## src/rtl/pulse_generator_if.sv

```systemverilog
// pulse_generator_if: control, configuration and status bundle of the
// programmable pulse-train generator. The master side issues run requests
// and configuration strobes. The slave side is the generator itself.
interface pulse_generator_if #(
  parameter int CNT_W   = 32,
  parameter int BURST_W = 16
);
  logic               enable;
  logic               cfg_load;
  logic [CNT_W-1:0]   cfg_high;
  logic [CNT_W-1:0]   cfg_low;
  logic [BURST_W-1:0] cfg_burst;
  logic               signal_out;
  logic               period_done;
  logic               burst_done;
  logic               busy;
  logic               cfg_pending;

  modport master (
    output enable, cfg_load, cfg_high, cfg_low, cfg_burst,
    input  signal_out, period_done, burst_done, busy, cfg_pending
  );

  modport slave (
    input  enable, cfg_load, cfg_high, cfg_low, cfg_burst,
    output signal_out, period_done, burst_done, busy, cfg_pending
  );
endinterface

```

## src/rtl/pulse_generator.sv

```systemverilog
// pulse_generator: emits a train of high/low phases, either continuously or
// as a burst of a fixed number of periods. New configurations sit in a
// pending register and are only adopted at period boundaries, which keeps
// runt pulses off the output. signal_out, period_done and burst_done are
// registered one cycle behind the state machine, so period_done always lines
// up with the last low cycle that is visible on signal_out.
module pulse_generator #(
  parameter int CLOCK_FREQ = 50000000,
  parameter int CNT_W      = 32,
  parameter int BURST_W    = 16
) (
  input logic              clk,
  input logic              rst,
  pulse_generator_if.slave bus
);

  typedef enum logic [1:0] {
    IDLE = 2'd0,
    HIGH = 2'd1,
    LOW  = 2'd2
  } state_t;

  localparam logic [CNT_W-1:0]   CNT_ONE   = {{(CNT_W-1){1'b0}}, 1'b1};
  localparam logic [BURST_W-1:0] BURST_ONE = {{(BURST_W-1){1'b0}}, 1'b1};

  state_t             state_q, state_d;
  logic [CNT_W-1:0]   cnt_q, cnt_d;
  logic [BURST_W-1:0] perCnt_q, perCnt_d;
  logic [CNT_W-1:0]   actHigh_q, actHigh_d;
  logic [CNT_W-1:0]   actLow_q, actLow_d;
  logic [BURST_W-1:0] actBurst_q, actBurst_d;
  logic [CNT_W-1:0]   pendHigh_q, pendHigh_d;
  logic [CNT_W-1:0]   pendLow_q, pendLow_d;
  logic [BURST_W-1:0] pendBurst_q, pendBurst_d;
  logic               pendValid_q, pendValid_d;
  logic               signalOut_q;
  logic               periodDone_q;
  logic               burstDone_q;

  logic               periodEnd;
  logic               burstEnd;
  logic               startPeriod;
  logic [BURST_W-1:0] perInc;
  logic [CNT_W-1:0]   srcHigh;
  logic [CNT_W-1:0]   srcLow;
  logic [BURST_W-1:0] srcBurst;
  logic [CNT_W-1:0]   effLow;

  // Configuration that the next period would run with. In IDLE a strobe on
  // the same cycle is taken directly; otherwise pending wins over active.
  always_comb begin
    srcHigh  = actHigh_q;
    srcLow   = actLow_q;
    srcBurst = actBurst_q;
    if ((state_q == IDLE) && bus.cfg_load) begin
      srcHigh  = bus.cfg_high;
      srcLow   = bus.cfg_low;
      srcBurst = bus.cfg_burst;
    end else if (pendValid_q) begin
      srcHigh  = pendHigh_q;
      srcLow   = pendLow_q;
      srcBurst = pendBurst_q;
    end
    // H=0,L=0 would be a zero-length period; it is run as H=0,L=1 instead.
    effLow = ((srcHigh == '0) && (srcLow == '0)) ? CNT_ONE : srcLow;
  end

  // Next-state logic: phase countdown, period/burst bookkeeping and
  // adoption of the pending configuration at period starts.
  always_comb begin
    state_d     = state_q;
    cnt_d       = cnt_q;
    perCnt_d    = perCnt_q;
    actHigh_d   = actHigh_q;
    actLow_d    = actLow_q;
    actBurst_d  = actBurst_q;
    pendHigh_d  = pendHigh_q;
    pendLow_d   = pendLow_q;
    pendBurst_d = pendBurst_q;
    pendValid_d = pendValid_q;
    periodEnd   = 1'b0;
    burstEnd    = 1'b0;
    startPeriod = 1'b0;
    perInc      = perCnt_q + BURST_ONE;

    if (bus.cfg_load) begin
      pendHigh_d  = bus.cfg_high;
      pendLow_d   = bus.cfg_low;
      pendBurst_d = bus.cfg_burst;
      pendValid_d = 1'b1;
    end

    case (state_q)
      IDLE: begin
        if (bus.enable) begin
          startPeriod = 1'b1;
          perCnt_d    = '0;
        end
      end
      HIGH: begin
        if (cnt_q == '0) begin
          if (actLow_q != '0) begin
            state_d = LOW;
            cnt_d   = actLow_q - CNT_ONE;
          end else begin
            periodEnd = 1'b1;
          end
        end else begin
          cnt_d = cnt_q - CNT_ONE;
        end
      end
      LOW: begin
        if (cnt_q == '0) begin
          periodEnd = 1'b1;
        end else begin
          cnt_d = cnt_q - CNT_ONE;
        end
      end
      default: begin
        state_d = IDLE;
      end
    endcase

    if (periodEnd) begin
      perCnt_d = perInc;
      if ((actBurst_q != '0) && (perInc == actBurst_q)) begin
        burstEnd = 1'b1;
        state_d  = IDLE;
      end else if (!bus.enable) begin
        state_d = IDLE;
      end else begin
        startPeriod = 1'b1;
      end
    end

    if (startPeriod) begin
      actHigh_d   = srcHigh;
      actLow_d    = effLow;
      actBurst_d  = srcBurst;
      // A strobe landing on a running period boundary stays pending for one
      // more period; a strobe in IDLE has just been consumed.
      pendValid_d = bus.cfg_load && (state_q != IDLE);
      if (srcHigh == '0) begin
        state_d = LOW;
        cnt_d   = effLow - CNT_ONE;
      end else begin
        state_d = HIGH;
        cnt_d   = srcHigh - CNT_ONE;
      end
    end
  end

  // State, counters and configuration registers; reset restores the 1/1
  // continuous default and overrides any simultaneous strobe.
  always_ff @(posedge clk) begin
    if (rst) begin
      state_q     <= IDLE;
      cnt_q       <= '0;
      perCnt_q    <= '0;
      actHigh_q   <= CNT_ONE;
      actLow_q    <= CNT_ONE;
      actBurst_q  <= '0;
      pendHigh_q  <= CNT_ONE;
      pendLow_q   <= CNT_ONE;
      pendBurst_q <= '0;
      pendValid_q <= 1'b0;
    end else begin
      state_q     <= state_d;
      cnt_q       <= cnt_d;
      perCnt_q    <= perCnt_d;
      actHigh_q   <= actHigh_d;
      actLow_q    <= actLow_d;
      actBurst_q  <= actBurst_d;
      pendHigh_q  <= pendHigh_d;
      pendLow_q   <= pendLow_d;
      pendBurst_q <= pendBurst_d;
      pendValid_q <= pendValid_d;
    end
  end

  // Registered waveform and event strobes, one cycle behind the state.
  always_ff @(posedge clk) begin
    if (rst) begin
      signalOut_q  <= 1'b0;
      periodDone_q <= 1'b0;
      burstDone_q  <= 1'b0;
    end else begin
      signalOut_q  <= (state_q == HIGH);
      periodDone_q <= periodEnd;
      burstDone_q  <= burstEnd;
    end
  end

  assign bus.signal_out  = signalOut_q;
  assign bus.period_done = periodDone_q;
  assign bus.burst_done  = burstDone_q;
  assign bus.busy        = (state_q != IDLE);
  assign bus.cfg_pending = pendValid_q;

endmodule

```

## src/flat_wrapper.sv

```systemverilog
// flat-port wrapper written by rule: the top's interface ports become plain ports
module pulse_generator_flat 
#(
  parameter int CLOCK_FREQ = 50000000,
  parameter int CNT_W      = 32,
  parameter int BURST_W    = 16
)
  (clk, rst, bus_enable, bus_cfg_load, bus_cfg_high, bus_cfg_low, bus_cfg_burst, bus_signal_out, bus_period_done, bus_burst_done, bus_busy, bus_cfg_pending);
  pulse_generator_if #(.CNT_W(CNT_W), .BURST_W(BURST_W)) bus_i ();
  input logic clk;
  input logic rst;
  input wire logic [$bits(bus_i.enable)-1:0] bus_enable;
  input wire logic [$bits(bus_i.cfg_load)-1:0] bus_cfg_load;
  input wire logic [$bits(bus_i.cfg_high)-1:0] bus_cfg_high;
  input wire logic [$bits(bus_i.cfg_low)-1:0] bus_cfg_low;
  input wire logic [$bits(bus_i.cfg_burst)-1:0] bus_cfg_burst;
  output wire logic [$bits(bus_i.signal_out)-1:0] bus_signal_out;
  output wire logic [$bits(bus_i.period_done)-1:0] bus_period_done;
  output wire logic [$bits(bus_i.burst_done)-1:0] bus_burst_done;
  output wire logic [$bits(bus_i.busy)-1:0] bus_busy;
  output wire logic [$bits(bus_i.cfg_pending)-1:0] bus_cfg_pending;
  assign bus_i.enable = bus_enable;
  assign bus_i.cfg_load = bus_cfg_load;
  assign bus_i.cfg_high = bus_cfg_high;
  assign bus_i.cfg_low = bus_cfg_low;
  assign bus_i.cfg_burst = bus_cfg_burst;
  assign bus_signal_out = bus_i.signal_out;
  assign bus_period_done = bus_i.period_done;
  assign bus_burst_done = bus_i.burst_done;
  assign bus_busy = bus_i.busy;
  assign bus_cfg_pending = bus_i.cfg_pending;
  pulse_generator #(.CLOCK_FREQ(CLOCK_FREQ), .CNT_W(CNT_W), .BURST_W(BURST_W)) u_core (.clk(clk), .rst(rst), .bus(bus_i));
endmodule
```

## config.mk

```make
export PLATFORM = sky130hd
export DESIGN_NAME = pulse_generator_flat
export DESIGN_NICKNAME = d
export VERILOG_FILES = /design/src/rtl/pulse_generator_if.sv /design/src/rtl/pulse_generator.sv /design/src/flat_wrapper.sv
export SDC_FILE = /design/constraint.sdc
export NUM_CORES = 1
export LEC_CHECK = 0
export BUFFER_PORTS_ARGS = -buffer_cell sky130_fd_sc_hd__buf_2
export CAP_MARGIN = 20
export CORE_MARGIN = 2
export CORE_UTILIZATION = 25
export DETAILED_ROUTE_END_ITERATION = 6
export MAX_ROUTING_LAYER = met4
export PLACE_DENSITY = 0.41
export SLEW_MARGIN = 20
export SYNTH_ARGS = -nofsm -noshare
export SYNTH_HDL_FRONTEND = slang
export SYNTH_SLANG_ARGS = --single-unit
```

## constraint.sdc

```tcl
create_clock -name clk -period 10.2 [get_ports clk]
set_input_delay 1.02 -clock clk [delete_from_list [all_inputs] [get_ports clk]]
set_output_delay 1.02 -clock clk [all_outputs]
set_load 0.005 [all_outputs]
```

==> results of run 1 <==
cells by family (layout without fill, tap and decap cells):
group                      count (synthesis)  after routing  synth area share
muxes                                    212            212             0.157
and+or+nand+nor                          655            655             0.244
buffers and inverters                    139            190            0.0551
AOI/OAI and AO/OA                        372            372             0.184
DFF                                      214            214             0.315
xor gates and xnor gates                  56             56            0.0361
adders and majority gates                  8              8           0.00737
layer usage:
layer	wire length, um	part of all wire
met1	23900	0.48
met2	22400	0.45
met3	2310	0.046
met4	1640	0.033
met5	0	0
worst max path at each step:
stage,start,end,slack [ns],cells after the start
floorplan,bus_cfg_load,u_core.cnt_q[22],5.30,19
global placement,bus_cfg_load,u_core.cnt_q[22],3.96,16
detailed placement,bus_cfg_load,u_core.cnt_q[22],3.89,16
CTS,u_core.state_q[1],u_core.cnt_q[22],4.34,19
global route,u_core.state_q[1],u_core.cnt_q[22],4.01,19
finish,u_core.state_q[1],u_core.cnt_q[22],4.31,19
power by group:
group          total (uW)  internal [uW]  switching, uW
Combinational         537            195            342
Clock                1020            623            399
Sequential            947            888           58.8
stage by stage:
stage	instances	power, uW	setup WS, ns	hold slack [ns]	area, sq um
5_1_grt	2403	2630	4.01	0.490	15400
2_1_floorplan	1656	1320	5.30	0.435	13600
3_5_place_dp	2352	1500	3.89	0.455	14500
3_3_place_gp	2352	1500	3.96	0.449	14500
4_1_cts	2403	2540	4.34	0.469	15400
6_report	2403	2510	4.31	0.468	15400
Yosys cell counts (31+ instances only):
library cell	n
nor2_1	252
dfxtp_1	214
mux2i_1	203
o21ai_0	97
a21oi_1	82
nand3_1	80
nand2_1	68
clkbuf_1	57
nor3_1	54
xnor2_1	37
nor4_1	31
critical path, cell delays in order, from the launching register on:
cell	delay (ns)
dfxtp_1	0.34
inv_1	0.11
ha_2	0.34
buf_4	0.57
nand2_1	0.50
buf_4	0.43
mux2i_1	0.23
nor2b_1	0.20
and4_1	0.27
nand3_1	0.13
nand2_1	0.08
a21oi_1	0.24
ha_1	0.20
inv_1	0.07
nor3_1	0.31
nand3_1	0.28
or3_4	0.46
or4_1	0.50
xnor2_1	0.26
a211oi_2	0.10
area by class of cell:
type / count / area, sq um / area share
Inverter: 25 / 93.8 / 0.00609
Clock buffer: 40 / 807 / 0.0523
Clock inverter: 11 / 140 / 0.00909
Tap cell: 696 / 871 / 0.0565
Multi-Input combinational cell: 1303 / 8570 / 0.556
Sequential cell: 214 / 4290 / 0.278
Timing Repair Buffer: 114 / 648 / 0.0420
flip-flops by register name (all words and copies together), names as in the netlist:
signal and flops:
u_core.state_q 2, u_core.pendBurst_q 16, u_core.pendHigh_q 32, u_core.actBurst_q 16, u_core.cnt_q 32, u_core.bus.signal_out 1, u_core.bus.burst_done 1, u_core.bus.period_done 1
u_core.pendLow_q 32, u_core.actHigh_q 32, u_core.bus.cfg_pending 1, u_core.perCnt_q 16, u_core.actLow_q 32
==> results.tsv, run 1 <==
stage	metric	value	unit
global_routing	antenna_found_initial	0	
global_routing	top_usage_layer	met2	
hold_path	worstHoldEndpoint	u_core.actHigh_q[0]	
global_routing	use_met3	0.0241	
critical_path	required	10.60	ns
hold_path	worstHoldStart	u_core.actHigh_q[0]	
layout	antenna_cells	0	
clocking	cts-root-buf	clkbuf_16	
yosys	syn_inst	1656	
layout	drive_gt1_frac	0.127	
global_routing	grt_pass1_vias	11900	
floorplanning	dieArea	0.0562	sq mm
yosys	synth_top_area_cell	dfxtp_1	
placed_design	post-dp-hpwl	36000	um
drt	post_drt_via_cell_ratio	5.26	
yosys	synthArstFlopShare	0	
global_routing	grt_use_met1	0.241	
clocking	cts_hold_buf	0	
critical_path	worstPathArrival	6.29	ns
timing	finalHoldViolCount	0	
yosys	ys_seq_elements	214	
drt	drtAntennaViolNets	0	
pwr	ir_drop	109	uV
timing	tns	0	ns
critical_path	timing.rr.start	u_core.state_q[1]	
drt	num_vias	12600	
clocking	clock_path_buffers	3	
timing	fin_skew	0.0104	ns
critical_path	critPathMaxFanout	50	
floorplanning	die_h	237	um
timing	worst_pin_slew	1.08	ns
clocking	clock-sinks	214	
timing	finalMaxSlewViolations	0	
floorplanning	rows	85	
drt	drtPass1Iterations	5	
critical_path	timing.rr.end	u_core.cnt_q[22]	
yosys	synth_ff_type	dfxtp_1	
yosys	yosysTopAreaCellShare	0.315	
drt	wire_per_inst	20.9	um
critical_path	worstSetupPathType	flip-flop to flip-flop	
yosys	ys_types	86	
global_routing	grt_overflow	0	
clocking	cts-buffers-inserted	29	
layout	area_growth	13.5	%
yosys	synthesis.area	0.0136	sq mm
status	status	complete, no violations	
placed_design	port_buffers	88	
drt	drt_iter0_drc	814	
layout	final_nets	1779	
drt	routed_wl	50300	um
drt	drc	0	
timing	slew_headroom	0.279	
floorplanning	dieWidth	237	um
clocking	path_clk_slew	0.06	ns
yosys	yosys_warnings	0	
timing	period_share	0.578	
clocking	h-tree-depth	1	
yosys	syn_nets	1748	
layout	final_core_util	0.287	
yosys	syn_area_per_cell	8.20	sq um
placed_design	gp_congestion	0.891	
hold_path	hold_class	flip-flop to flip-flop	
layout	layout_common_cells	nor2_1 (252), dfxtp_1 (213), mux2i_1 (203)	
yosys	yosysSeqAreaShare	0.315	
clocking	postCtsSetupRepairBufs	0	
hold_path	min_path_cells	1	
clocking	clkLatencyLatePin	0.56	ns
yosys	synth_area_leaders	dfxtp_1 (32%), mux2i_1 (15%), nor2_1 (7.0%), o21ai_0 (3.6%), a21oi_1 (3.0%)	
pwr	leakagePower	0.00575	uW
critical_path	rr_worst_depth	19	
floorplanning	initial_utilization	0.252	
pwr	p_per_area	163	mW/mm^2
global_routing	gr-usage-met2	0.277	
floorplanning	core_area	0.0538	sq mm
timing	rsz0062_at_grt	false	
layout	fillers	5807	
clocking	cts_tree	built	
timing	fmax	170	MHz
timing	setup_viol	0	
floorplanning	boundaryPins	89	
global_routing	grt_start_max_net_pins	79	
global_routing	grt_pass1_wl	75700	um
timing	fin_crit	5.89	ns
clocking	cts_resized	0	
layout	final_common_cell	nor2_1	
yosys	synth_enable_flop_cells	0	
critical_path	worstSetupEndpointType	flip-flop	
critical_path	cp-start-kind	flip-flop	
global_routing	track_usage	0.179	
critical_path	r2r_slack	4.31	ns
job	drv_cap	0	
No activity file was read; power rests on OpenSTA's default activity.
==> run 2, diff against run 1 <==
--- a/config.mk
+++ b/config.mk
@@ -5,6 +5,7 @@
 export SDC_FILE = /design/constraint.sdc
 export NUM_CORES = 1
 export LEC_CHECK = 0
+export ABC_AREA = 1
 export BUFFER_PORTS_ARGS = -buffer_cell sky130_fd_sc_hd__buf_2
 export CAP_MARGIN = 20
 export CORE_MARGIN = 2
==> constraint.sdc (replaced) <==
create_clock -name clk -period 5.6 [get_ports clk]
set_input_delay 0.56 -clock clk [delete_from_list [all_inputs] [get_ports clk]]
set_output_delay 0.56 -clock clk [all_outputs]
set_load 0.005 [all_outputs]
==> run 2 against run 1 <==
Effect of this change: critical path depth increased by 2; highest routed layer unchanged; total power increased by 95%; core utilization increased by 0.53 points; synthesized area increased by 1.9%; flip-flop and latch count unchanged; sequential share of layout area decreased by 1.1 points.
==> results.tsv, run 2 <==
stage	metric	value	unit	change
yosys	yosys_warnings	0		unchanged
clocking	clock_path_buffers	3		unchanged
pwr	leakagePower	0.00713	uW	+24%
placed_design	placed_area	0.0150	sq mm	+3.5%
yosys	ys_types	50		-42%
critical_path	critPathMaxFanout	37		-26%
layout	drive_gt1_frac	0.105		-0.0217
floorplanning	rows	86		+1.2%
yosys	ys_seq_elements	214		unchanged
yosys	synth_enable_flop_cells	0		unchanged
timing	slew_headroom	0.391		+0.112
timing	period_share	0.856		+0.278
clocking	cts-root-buf	clkbuf_16		
yosys	synth_top_area_cell	dfxtp_1		
critical_path	cpMostUsedCell	nor2_1		
critical_path	cpPeakStageDelay	0.58	ns	about the same
layout	design_area	0.0160	sq mm	+3.9%
pwr	ir_drop	221	uV	+100%
timing	finalHoldViolCount	0		unchanged
job	drv_cap	0		unchanged
drt	drtPass1Iterations	6		+1
drt	routed_wl	54500	um	+8.4%
global_routing	grt_pass1_wl	84800	um	+12%
drt	post_drt_via_cell_ratio	4.83		-8.2%
placed_design	placed_cells	3003		+28%
pwr	p_per_area	306	mW/mm^2	+88%
clocking	cts_hold_buf	0		unchanged
drt	num_vias	14800		+17%
timing	whs	0.223	ns	-0.245 ns
critical_path	cp-start-kind	flip-flop		
timing	fmax	209	MHz	+23%
yosys	netlist_top_cells_count	nand2_1 (625), o21ai_0 (257), nor2_1 (244), dfxtp_1 (214), inv_1 (209)		
critical_path	path_buf_inv	3		-1
yosys	synth_area_leaders	dfxtp_1 (31%), nand2_1 (17%), o21ai_0 (9.3%), a21oi_1 (6.7%), nor2_1 (6.6%)		
yosys	synthArstFlopShare	0		unchanged
floorplanning	dieWidth	239	um	+0.92%
critical_path	worstSetupEndpointType	flip-flop		
drt	drt_iter0_drc	1077		+32%
status	status	complete, no violations		
placed_design	gp_congestion	0.910		+2.2%
yosys	synthesis.area	0.0138	sq mm	+1.9%
timing	fin_skew	0.0182	ns	+0.00781 ns
yosys	syn_nets	2370		+36%
clocking	path_clk_slew	0.06	ns	about the same
layout	layout_common_cells	nand2_1 (625), o21ai_0 (257), nor2_1 (243)		
yosys	syn_inst	2278		+38%
floorplanning	dieArea	0.0572	sq mm	+1.8%
clocking	cts_resized	0		unchanged
clocking	clock-sinks	214		unchanged
clocking	cts_tree	built		
placed_design	post-dp-hpwl	41400	um	+15%
global_routing	antenna_found_initial	0		unchanged
timing	rsz0062_at_grt	false		
drt	drc	0		unchanged
timing	fin_crit	4.79	ns	-1.10 ns
timing	tns	0	ns	unchanged
placed_design	port_buffers	88		unchanged
floorplanning	boundaryPins	89		unchanged
critical_path	path_delay_family	simple AND/OR/NAND/NOR gates		
timing	finalMaxSlewViolations	0		unchanged
global_routing	grt_pass1_vias	13900		+17%
clocking	h-tree-depth	1		unchanged
yosys	syn_area_per_cell	6.07	sq um	-26%
critical_path	slowest_stage	clkinv_2		
layout	area_growth	15.8	%	
yosys	yosysSeqAreaShare	0.310		-0.00579
critical_path	required	6.02	ns	-4.58 ns
critical_path	path_cells	inv_1 -> ha_1 -> nand2_4 -> clkinv_2 -> nand2_1 -> nand3_1 -> nor2_1 -> nand2_1 -> nor2_1 -> nand2_1 -> inv_2 -> nand3_1 -> nand2_2 -> ha_1 -> nand3_1 -> nor2_1 -> nand3_2 -> nor2_2 -> nor2_1 -> o21ai_1 -> a21oi_1		
clocking	clkLatencyLatePin	0.58	ns	+0.02 ns
timing	setup_viol	0		unchanged
global_routing	grt_overflow	0		unchanged
layout	antenna_cells	0		unchanged
clocking	cts-buffers-inserted	30		+3.4%
floorplanning	core_area	0.0549	sq mm	+2.0%
layout	final_nets	2423		+36%
yosys	synth_ff_type	dfxtp_1		
global_routing	grt_start_max_net_pins	122		+54%
layout	final_common_cell	nand2_1		
timing	worst_pin_slew	0.903	ns	-0.178 ns
drt	drtAntennaViolNets	0		unchanged
drt	wire_per_inst	17.8	um	-15%
critical_path	worstPathArrival	5.22	ns	-1.07 ns
hold_path	hold_class	input pin to flip-flop		
layout	final_cells	3056		+27%
critical_path	rr_worst_depth	21		+2
critical_path	worst-path-stages	21		+2
floorplanning	die_h	239	um	+0.92%
clocking	postCtsSetupRepairBufs	0		unchanged
floorplanning	initial_utilization	0.252		-0.000262
global_routing	track_usage	0.195		+0.0159
yosys	yosysTopAreaCellShare	0.310		-0.00579
critical_path	worstSetupPathType	flip-flop to flip-flop		
hold_path	min_path_cells	3		+2
yosys	synth.most_common_cell	nand2_1		
==> run 2: cell count changes after synthesis, sizes merged, moves of 17 or more <==
cell    previous run  this run
nor3              56        31
o21ai            117       262
nand3             80       191
mux2i            203         0
nor4              35         8
or3               23         1
xnor2             37        16
a211oi            38         2
or4               17         0
inv               25       218
nand4             18        41
a21oi             83       190
nand2             69       636
==> run 2: cells by family after synthesis <==
family | count (synthesis) | share of synthesized area
AOI/OAI and AO/OA | 481 | 0.181
xor gates and xnor gates | 46 | 0.0301
adders and majority gates | 8 | 0.00724
buffers and inverters | 343 | 0.105
DFF | 214 | 0.310
and+or+nand+nor | 1186 | 0.367
==> run 2: power by group <==
| part | internal (uW) | total, uW | switching (uW) |
|---|---|---|---|
| Sequential | 1640 | 1750 | 110 |
| Clock | 1230 | 1980 | 750 |
| Combinational | 367 | 1170 | 799 |
==> run 2: area by class of cell <==
cell class                      count  area (sq um)
Clock buffer                       41           882
Sequential cell                   214          4290
Multi-Input combinational cell   1721          8110
Timing Repair Buffer              139           863
Clock inverter                     12           150
Fill cell                        6220         38900
Inverter                          225           848
Tap cell                          704           881
==> run 2: layer usage <==
| layer | wire length [um] | vias up | global-route usage |
|---|---|---|---|
| met5 | 0 | - | - |
| met4 | 1160 | 0 | 0.0419 |
| met3 | 1940 | 69 | 0.0210 |
| met2 | 24900 | 310 | 0.313 |
| met1 | 26600 | 6841 | 0.265 |
| li1 | - | 7534 | - |
==> run 2: worst min-delay path, cell delays in order <==
cell and delay [ns]:
buf_2 0.09, nor2_1 0.04, nor2_1 0.08
==> run 2: path summary, 6_finish.rpt <==
kind | startpoint | end | slack, ns
worst max-delay path | u_core.state_q[0] | u_core.cnt_q[16] | 0.81
worst min-delay path | bus_cfg_low[15] | u_core.pendLow_q[15] | 0.22
worst max register to register | u_core.state_q[0] | u_core.cnt_q[16] | 0.81
worst min register to register | u_core.pendLow_q[0] | u_core.pendLow_q[0] | 0.47
==> run 2: through the flow <==
stage	worst slack, ns	utilization	power [uW]
floorplan	2.51	-	2520
finish	0.806	0.292	4900
detailed placement	0.893	0.273	2940
global placement	0.964	0.273	2950
global route	0.390	0.292	5180
CTS	0.894	0.292	4960
==> run 3, diff against run 2 <==
--- a/config.mk
+++ b/config.mk
@@ -7,7 +7,6 @@
 export LEC_CHECK = 0
 export ABC_AREA = 1
 export BUFFER_PORTS_ARGS = -buffer_cell sky130_fd_sc_hd__buf_2
-export CAP_MARGIN = 20
 export CORE_MARGIN = 2
 export CORE_UTILIZATION = 25
 export DETAILED_ROUTE_END_ITERATION = 6
==> constraint.sdc (replaced) <==
create_clock -name clk -period 5.6 [get_ports clk]
set_input_delay 0.28 -clock clk [delete_from_list [all_inputs] [get_ports clk]]
set_output_delay 0.28 -clock clk [all_outputs]
set_load 0.005 [all_outputs]
==> run 3 against run 2 <==
Effect of this change: total power is 1.8% higher; largest power group unchanged; clock power rose by 3%; worst setup slack better by 0.19 ns; flip-flop and latch count stayed put; largest cell class unchanged; clock-buffer cell count grew 4; highest routed layer unchanged; fmax is 4.0% higher; worst hold slack lost 0.20 ns; via count is 2.6% higher.
==> results.tsv, run 3 (same netlist as run 2, synthesis figures left out) <==
stage	metric	value	unit	change
critical_path	path_delay_family	simple AND/OR/NAND/NOR gates		
drt	drtAntennaViolNets	0		unchanged
drt	wire_per_inst	17.5	um	-2.0%
timing	setup_viol	0		unchanged
pwr	power.switching	1670	uW	+0.86%
floorplanning	boundaryPins	89		unchanged
floorplanning	core_area	0.0549	sq mm	unchanged
critical_path	cpPeakStageDelay	0.57	ns	about the same
job	drv_cap	0		unchanged
timing	slew_headroom	0.411		+0.0194
layout	multi_input_area	0.00811	sq mm	unchanged
clocking	cts_resized	0		unchanged
floorplanning	die_h	239	um	unchanged
global_routing	use_met3	0.0205		-0.000461
critical_path	critPathMaxFanout	43		+16%
layout	final_core_util	0.306		+0.0137
global_routing	grt_pass1_vias	14300		+2.7%
clocking	clock-sinks	214		unchanged
floorplanning	initial_utilization	0.252		unchanged
global_routing	grt_use_met1	0.260		-0.00503
timing	finalHoldViolCount	0		unchanged
status	status	complete, no violations		
clocking	clkLatencyLatePin	0.58	ns	about the same
clocking	cts-root-buf	clkbuf_16		
floorplanning	rows	86		unchanged
placed_design	post-dp-hpwl	41200	um	-0.35%
layout	antenna_cells	0		unchanged
placed_design	gp_congestion	0.897		-1.4%
pwr	ir_drop	284	uV	+28%
global_routing	track_usage	0.194		-0.00145
timing	fin_crit	4.61	ns	-0.186 ns
pwr	pwr-share-clk	0.407		+0.003
drt	drc	0		unchanged
critical_path	worstPathArrival	5.11	ns	-0.11 ns
critical_path	worstSetupPathType	flip-flop to flip-flop		
clocking	path_clk_slew	0.06	ns	about the same
timing	rsz0062_at_grt	false		
global_routing	grt_overflow	0		unchanged
global_routing	antenna_found_initial	0		unchanged
global_routing	grt_pass1_wl	84300	um	-0.60%
clocking	cts_tree	built		
global_routing	top_usage_layer	met2		
layout	final_nets	2497		+3.1%
clocking	cts-buffers-inserted	30		unchanged
layout	fillers	6155		-1.0%
layout	design_area	0.0168	sq mm	+4.7%
layout	final_common_cell	nand2_1		
timing	finalMaxSlewViolations	0		unchanged
layout	area_growth	21.2	%	
critical_path	cp-start-kind	flip-flop		
pwr	internal-power	3310	uW	+2.2%
drt	routed_wl	54800	um	+0.48%
timing	fin_skew	0.0142	ns	-0.00395 ns
layout	ff_latch_area	0.00429	sq mm	unchanged
pwr	leakagePower	0.00743	uW	+4.2%
clocking	h-tree-depth	1		unchanged
critical_path	path_cells	inv_1 -> ha_1 -> nand2_4 -> clkinv_2 -> nand2_1 -> nand2_1 -> nand2_1 -> nor2_1 -> nand2_1 -> nor2_1 -> nand2_1 -> buf_4 -> nand2_1 -> nand2_1 -> ha_1 -> nand3_1 -> nor3_1 -> nand2_1 -> nand3_1 -> nand2_1 -> a21oi_1		
layout	drive_gt1_frac	0.100		-0.00536
critical_path	cpMostUsedCell	nand2_1		
layout	layout_common_cells	nand2_1 (625), o21ai_0 (257), nor2_1 (243)		
global_routing	gr-usage-met2	0.317		+0.00388
drt	num_vias	15100		+2.6%
critical_path	slowest_stage	clkinv_2		
global_routing	grt_start_max_net_pins	104		-15%
drt	drt_iter0_drc	929		-14%
timing	worst_pin_slew	0.884	ns	-0.0196 ns
pwr	pwr-share-seq	0.352		-0.006
pwr	pwr-share-comb	0.241		+0.003
timing	fmax	217	MHz	+4.0%
critical_path	path_buf_inv	3		unchanged
floorplanning	dieWidth	239	um	unchanged
critical_path	required	6.10	ns	+0.08 ns
timing	period_share	0.823		-0.0332
placed_design	placed_area	0.0150	sq mm	-0.18%
drt	drtPass1Iterations	6		unchanged
placed_design	port_buffers	88		unchanged
hold_path	hold_class	input pin to flip-flop		
floorplanning	dieArea	0.0572	sq mm	unchanged
clocking	clock_path_buffers	3		unchanged
pwr	p_per_area	297	mW/mm^2	-2.8%
pwr	switching_share	0.336		-0.00302
drt	post_drt_via_cell_ratio	4.83		about the same
critical_path	worstSetupEndpointType	flip-flop		
timing	tns	0	ns	unchanged
==> run 3: metrics by stage <==
stage | worst slack (ns) | hold slack, ns | cells | power, uW
global placement | 1.10 | 0.449 | 3001 | 2940
finish | 0.992 | 0.0195 | 3132 | 4980
detailed placement | 1.05 | 0.452 | 3001 | 2940
global route | 0.553 | 0.0351 | 3132 | 5260
floorplan | 2.51 | 0.406 | 2278 | 2520
CTS | 1.04 | 0.00438 | 3132 | 5040
==> run 3: routing by layer <==
metal	vias up	share of wire
li1	7681	-
met1	7078	0.48
met2	306	0.47
met3	66	0.034
met4	0	0.018
met5	-	0
==> run 3: layout make-up <==
type | instances | share of cell area
inverter | 225 | 0.0506
timing repair buffer | 213 | 0.0952
sequential | 214 | 0.256
clock inverter | 10 | 0.00977
tap | 704 | 0.0525
clock buffer | 45 | 0.0529
multi-input combinational | 1721 | 0.483
==> run 3: power by group through the flow <==
stage | Clock, uW | Sequential, uW | Combinational, uW
finish | 2030 | 1750 | 1200
detailed placement | 0 | 1780 | 1160
global placement | 0 | 1780 | 1160
CTS | 2090 | 1750 | 1200
floorplan | 0 | 1740 | 779
global route | 2150 | 1770 | 1340
==> run 3: path summary, 6_finish.rpt <==
kind | startpoint | end | slack, ns | cells after the start
hold reg to reg | u_core.pendLow_q[0] | u_core.pendLow_q[0] | 0.46 | 2
hold / removal | bus_cfg_low[10] | u_core.pendLow_q[10] | 0.02 | 3
setup reg to reg | u_core.state_q[0] | u_core.cnt_q[6] | 0.99 | 21
setup / recovery | u_core.state_q[0] | u_core.cnt_q[6] | 0.99 | 21
==> run 3: timing repair <==
action,4_1_cts,5_1_grt
setup buffers,0,0
hold buffers,76,0
endpoints found under the hold margin,76,0
==> run 3: worst reg2reg max path: cells and delay by family, from the launching register on <==
kind | cells | cell delay, ns
AOI/OAI and AO/OA | 1 | 0.11
adders and majority gates | 2 | 0.47
buffers and inverters | 3 | 0.98
DFF | 1 | 0.42
and+or+nand+nor | 15 | 2.53
